[src/rtl/exmem_arb_pkg.sv]
// Shared encodings for the exmem arbiter: FSM state and port identifiers.
package exmem_arb_pkg;

   typedef enum logic [1:0] {
      IDLE  = 2'b00,
      ISSUE = 2'b01,
      RESP  = 2'b10
   } state_t;

   localparam logic PORT_CPU = 1'b0;
   localparam logic PORT_LDR = 1'b1;

endpackage

[src/rtl/rr_pick2.sv]
// Two-way round-robin picker; on a tie the port that did not win last time is chosen.
module rr_pick2 (
   input  logic [1:0] req,
   input  logic       last,
   output logic       gnt_valid,
   output logic       gnt_id
);

   assign gnt_valid = |req;
   assign gnt_id    = (req == 2'b11) ? ~last : req[1];

endmodule

[src/rtl/exmem_arbiter.sv]
// Shares the single exmem RAM port between the CPU and loader; one RAM access per grant,
// read data captured per port with a one-cycle done pulse.
module exmem_arbiter
   import exmem_arb_pkg::*;
#(
   parameter int WIDTH         = 8,
   parameter int RAM_ADDR_BITS = 8
) (
   input  logic                     clk,
   input  logic                     reset,
   input  logic                     c_req,
   input  logic                     c_we,
   input  logic [RAM_ADDR_BITS-1:0] c_adr,
   input  logic [WIDTH-1:0]         c_wdata,
   output logic                     c_done,
   output logic [WIDTH-1:0]         c_rdata,
   input  logic                     l_req,
   input  logic                     l_we,
   input  logic [RAM_ADDR_BITS-1:0] l_adr,
   input  logic [WIDTH-1:0]         l_wdata,
   output logic                     l_done,
   output logic [WIDTH-1:0]         l_rdata,
   output logic                     mem_en,
   output logic                     mem_we,
   output logic [RAM_ADDR_BITS-1:0] mem_adr,
   output logic [WIDTH-1:0]         mem_wdata,
   input  logic [WIDTH-1:0]         mem_rdata,
   output logic                     busy
);

   state_t state, state_nxt;
   logic   last;
   logic   gnt_q;
   logic   we_q;
   logic   gnt_valid, gnt_id;
   logic   c_done_q, l_done_q;

   rr_pick2 u_pick (
      .req       ({l_req, c_req}),
      .last      (last),
      .gnt_valid (gnt_valid),
      .gnt_id    (gnt_id)
   );

   always_comb begin
      state_nxt = state;
      case (state)
         IDLE:    if (gnt_valid) state_nxt = ISSUE;
         ISSUE:   state_nxt = RESP;
         RESP:    state_nxt = IDLE;
         default: state_nxt = IDLE;
      endcase
   end

   always_ff @(posedge clk) begin
      if (reset) begin
         state     <= IDLE;
         last      <= PORT_LDR;
         gnt_q     <= PORT_CPU;
         we_q      <= 1'b0;
         mem_adr   <= '0;
         mem_wdata <= '0;
         c_rdata   <= '0;
         l_rdata   <= '0;
         c_done_q  <= 1'b0;
         l_done_q  <= 1'b0;
      end else begin
         state    <= state_nxt;
         c_done_q <= 1'b0;
         l_done_q <= 1'b0;
         // Command is frozen at grant so later port changes cannot disturb the access.
         if (state == IDLE && gnt_valid) begin
            last      <= gnt_id;
            gnt_q     <= gnt_id;
            we_q      <= (gnt_id == PORT_LDR) ? l_we    : c_we;
            mem_adr   <= (gnt_id == PORT_LDR) ? l_adr   : c_adr;
            mem_wdata <= (gnt_id == PORT_LDR) ? l_wdata : c_wdata;
         end
         // RAM output is valid after its falling-edge access inside ISSUE.
         if (state == ISSUE) begin
            if (gnt_q == PORT_LDR) begin
               l_rdata  <= mem_rdata;
               l_done_q <= 1'b1;
            end else begin
               c_rdata  <= mem_rdata;
               c_done_q <= 1'b1;
            end
         end
      end
   end

   // Reset arriving during RESP must swallow the pulse that is already registered.
   assign c_done = c_done_q & ~reset;
   assign l_done = l_done_q & ~reset;
   assign mem_en = (state == ISSUE);
   assign mem_we = mem_en & we_q;
   assign busy   = (state != IDLE);

endmodule

[config.mk]
export PLATFORM = sky130hd
export DESIGN_NAME = exmem_arbiter
export DESIGN_NICKNAME = d
export VERILOG_FILES = /design/src/rtl/exmem_arb_pkg.sv /design/src/rtl/rr_pick2.sv /design/src/rtl/exmem_arbiter.sv
export SDC_FILE = /design/constraint.sdc
export NUM_CORES = 1
export LEC_CHECK = 0
export ABC_AREA = 1
export CELL_PAD_IN_SITES_DETAIL_PLACEMENT = 0
export CELL_PAD_IN_SITES_GLOBAL_PLACEMENT = 1
export CORE_UTILIZATION = 29
export CTS_CLUSTER_SIZE = 12
export DETAILED_ROUTE_END_ITERATION = 10
export MAX_ROUTING_LAYER = met4
export PLACE_DENSITY_LB_ADDON = 0.08
export SETUP_SLACK_MARGIN = 0.5
export SYNTH_ARGS = -nofsm -noshare
export SYNTH_HDL_FRONTEND = slang
export SYNTH_HIERARCHICAL = 1
export SYNTH_SLANG_ARGS = --single-unit
[constraint.sdc]
create_clock -name clk -period 3 [get_ports clk]
set_clock_uncertainty 0.15 [all_clocks]
set_input_delay 0.3 -clock clk [delete_from_list [all_inputs] [get_ports clk]]
set_output_delay 0.3 -clock clk [all_outputs]
set_load 0.01 [all_outputs]
==> results.sh <==
export IMPL_area_growth_pct=52.2
export IMPL_startpoint_type="flop"
export IMPL_ys_seq_elements=39
export IMPL_dieArea_sq_um=6670
export IMPL_synthDistinctLibCells=16
export IMPL_synth_area_sq_um=1840
export IMPL_dp_hpwl_microns=2910
export IMPL_hold_path_class="flop to flop"
export IMPL_seq_power_share_pct=43.2
export IMPL_setup_viol=0
export IMPL_critical_path_endpoint="mem_we"
export IMPL_syn_inst=296
export IMPL_preCtsSetupSlack_ns=0.860
export IMPL_setup_ws_ns=0.932
export IMPL_cp_required_ns=2.55
export IMPL_seqCellArea_sq_um=781
export IMPL_fillCellCount=639
export IMPL_syn_area_per_cell_sq_um=6.22
export IMPL_vdd_drop_max_v=0.000191
export IMPL_die_h_microns=81.7
export IMPL_drt_iter0_markers=75
export IMPL_wl_per_cell_microns=9.39
export IMPL_cp_arrival_ns=1.62
export IMPL_track_usage_pct=13.7
export IMPL_path_class="flop to primary output"
export IMPL_cts_htree_levels=2
export IMPL_slew_headroom_pct=64.0
export IMPL_row_count=28
export IMPL_ctsRootBufferMaster="clkbuf_8"
export IMPL_vias=1753
export IMPL_synth_seq_area_share_pct=42.4
export IMPL_r2r_cells=5
export IMPL_final_min_clock_period_ns=2.07
export IMPL_outcome="complete, no violations"
export IMPL_first_global_vias=1547
export IMPL_p_leak_uw=0.00135
export IMPL_reg2reg_setup_slack_ns=1.38
export IMPL_cts_buffers_inserted=5
export IMPL_yosysWarnings=6
export IMPL_multi_input_area_sq_um=749
export IMPL_rsz0062_at_grt="no"
export IMPL_core_area_sq_um=6030
export IMPL_hold_viol=0
export IMPL_drive_gt1_share_pct=4.26
export IMPL_die_w_microns=81.7
export IMPL_syn_nets=342
export IMPL_p_int_uw=988
export IMPL_fin_crit_sh_pct=68.9
export IMPL_final_common_cell="nand2_1"
export IMPL_worst_slew_pin_slew_ns=0.540
export IMPL_combPwrFrac_pct=24.2
export IMPL_io_pins=83
export IMPL_io_buffers=82
export IMPL_crit_start="state[0]"
export IMPL_ant_nets=0
export IMPL_path_max_fanout=4
export IMPL_power_frac_clock_pct=32.6
export IMPL_rr_endpoint="mem_wdata[3]"
export IMPL_powerDensity_nw_per_um2=487
export IMPL_cts_path_max_buffers=2
export IMPL_postCtsHoldBufs=0
export IMPL_path_clk_slew_ns=0.08
export IMPL_final_cell_mix="85 x nand2_1, 82 x clkdlybuf4s50_1, 74 x nor2_1"
export IMPL_clkSinkCount=39
export IMPL_grt_overflow=0
export IMPL_gp_congestion=0.741
export IMPL_diodes=0
export IMPL_antenna_found_initial=0
export IMPL_vias_per_cell=3.89
export IMPL_critPathCaptureType="primary output"
export IMPL_grt_max_degree=38
export IMPL_cts_tree="built"
export IMPL_timing_fmax_mhz=484
export IMPL_grt_pass1_wl_microns=6730
export IMPL_nets=421
export IMPL_whs_ns=0.347
export IMPL_clock_latency_ns=0.29
export IMPL_drc=0
export IMPL_r2r_start="last"
export IMPL_post_cts_resized=0
export IMPL_initial_core_util_pct=30.5
export IMPL_totalWireLength_microns=4240
export IMPL_drv_slew=0
export IMPL_drv_cap=0
export IMPL_finalSetupTns_ns=0
export IMPL_cts_setup_buffers=0
export IMPL_sw_frac_of_total_pct=27.6
export IMPL_dr_pass1_iters=4
export IMPL_switching_power_uw=376
-- final cells by class --
class / instances / share of cell area, %
multi-input cells: 185 / 26.8
clock buffers: 5 / 2.46
clock inverters: 3 / 1.56
well taps: 75 / 3.35
repair buffers: 85 / 30.1
inverters: 59 / 7.91
flip-flops and latches: 39 / 27.9
-- routing by layer --
metal  routed length, microns  track usage (%)
met1                     2140             17.0
met2                     1760             21.7
met3                      280             3.44
met4                       57             4.74
met5                        0                -
-- kinds of logic (layout without fill, tap and decap cells) --
| group | after synthesis | after routing | synth area share (%) |
|---|---|---|---|
| flops | 39 | 39 | 42.4 |
| simple gates | 166 | 166 | 35.4 |
| compound gates | 19 | 19 | 5.17 |
| buf+inv | 72 | 152 | 17.1 |
-- how the worst min path moves through the flow --
stage	from	endpoint	slack (ns)	cells past startpoint
floorplan	last	last	0.28	2
global placement	gnt_q	gnt_q	0.33	2
detailed placement	gnt_q	gnt_q	0.34	2
CTS	gnt_q	gnt_q	0.35	2
global route	last	last	0.37	2
finish	gnt_q	gnt_q	0.35	2
-- stage by stage --
| stage | util (%) | cell area, sq um | power (uW) | instances |
|---|---|---|---|---|
| CTS | 46.5 | 2800 | 1390 | 451 |
| floorplan | - | 1840 | 774 | 296 |
| global placement | 44.6 | 2690 | 934 | 443 |
| global route | 46.5 | 2800 | 1450 | 451 |
| detailed placement | 44.6 | 2690 | 935 | 443 |
| finish | 46.5 | 2800 | 1360 | 451 |
-- synth_stat cells --
cell type / number / area share [%]
a21oi_1: 2 / 0.54
buf_2: 5 / 1.4
buf_4: 6 / 2.4
buf_6: 2 / 1.2
clkinv_1: 1 / 0.20
dfxtp_1: 39 / 42
inv_1: 58 / 12
nand2_1: 85 / 17
nand2_4: 1 / 0.61
nand3_1: 2 / 0.54
nand3_2: 2 / 1.1
nor2_1: 74 / 15
nor2_2: 1 / 0.34
o21ai_0: 12 / 3.3
o21ai_1: 5 / 1.4
or2_1: 1 / 0.34
-- power by group through the flow --
stage	Sequential (uW)	Combinational (uW)	Clock, uW
after detailed placement	602	333	0
after global placement	601	333	0
after floorplan	617	157	0
final	589	330	444
after CTS	590	335	461
after global routing	594	374	480
-- worst max-delay path, stage by stage (launching register included) --
cell             delay [ns]
dfxtp_1                0.43
inv_1                  0.06
nor2_1                 0.12
inv_1                  0.07
nor2_1                 0.09
clkdlybuf4s50_1        0.56
-- registers in the layout (all words and copies together), names as in the netlist --
name	count
c_done_q	1
c_rdata	8
gnt_q	1
l_done_q	1
l_rdata	8
last	1
mem_adr	8
mem_wdata	8
state	2
we_q	1
Note: power is estimated with default switching activity, not from simulation.
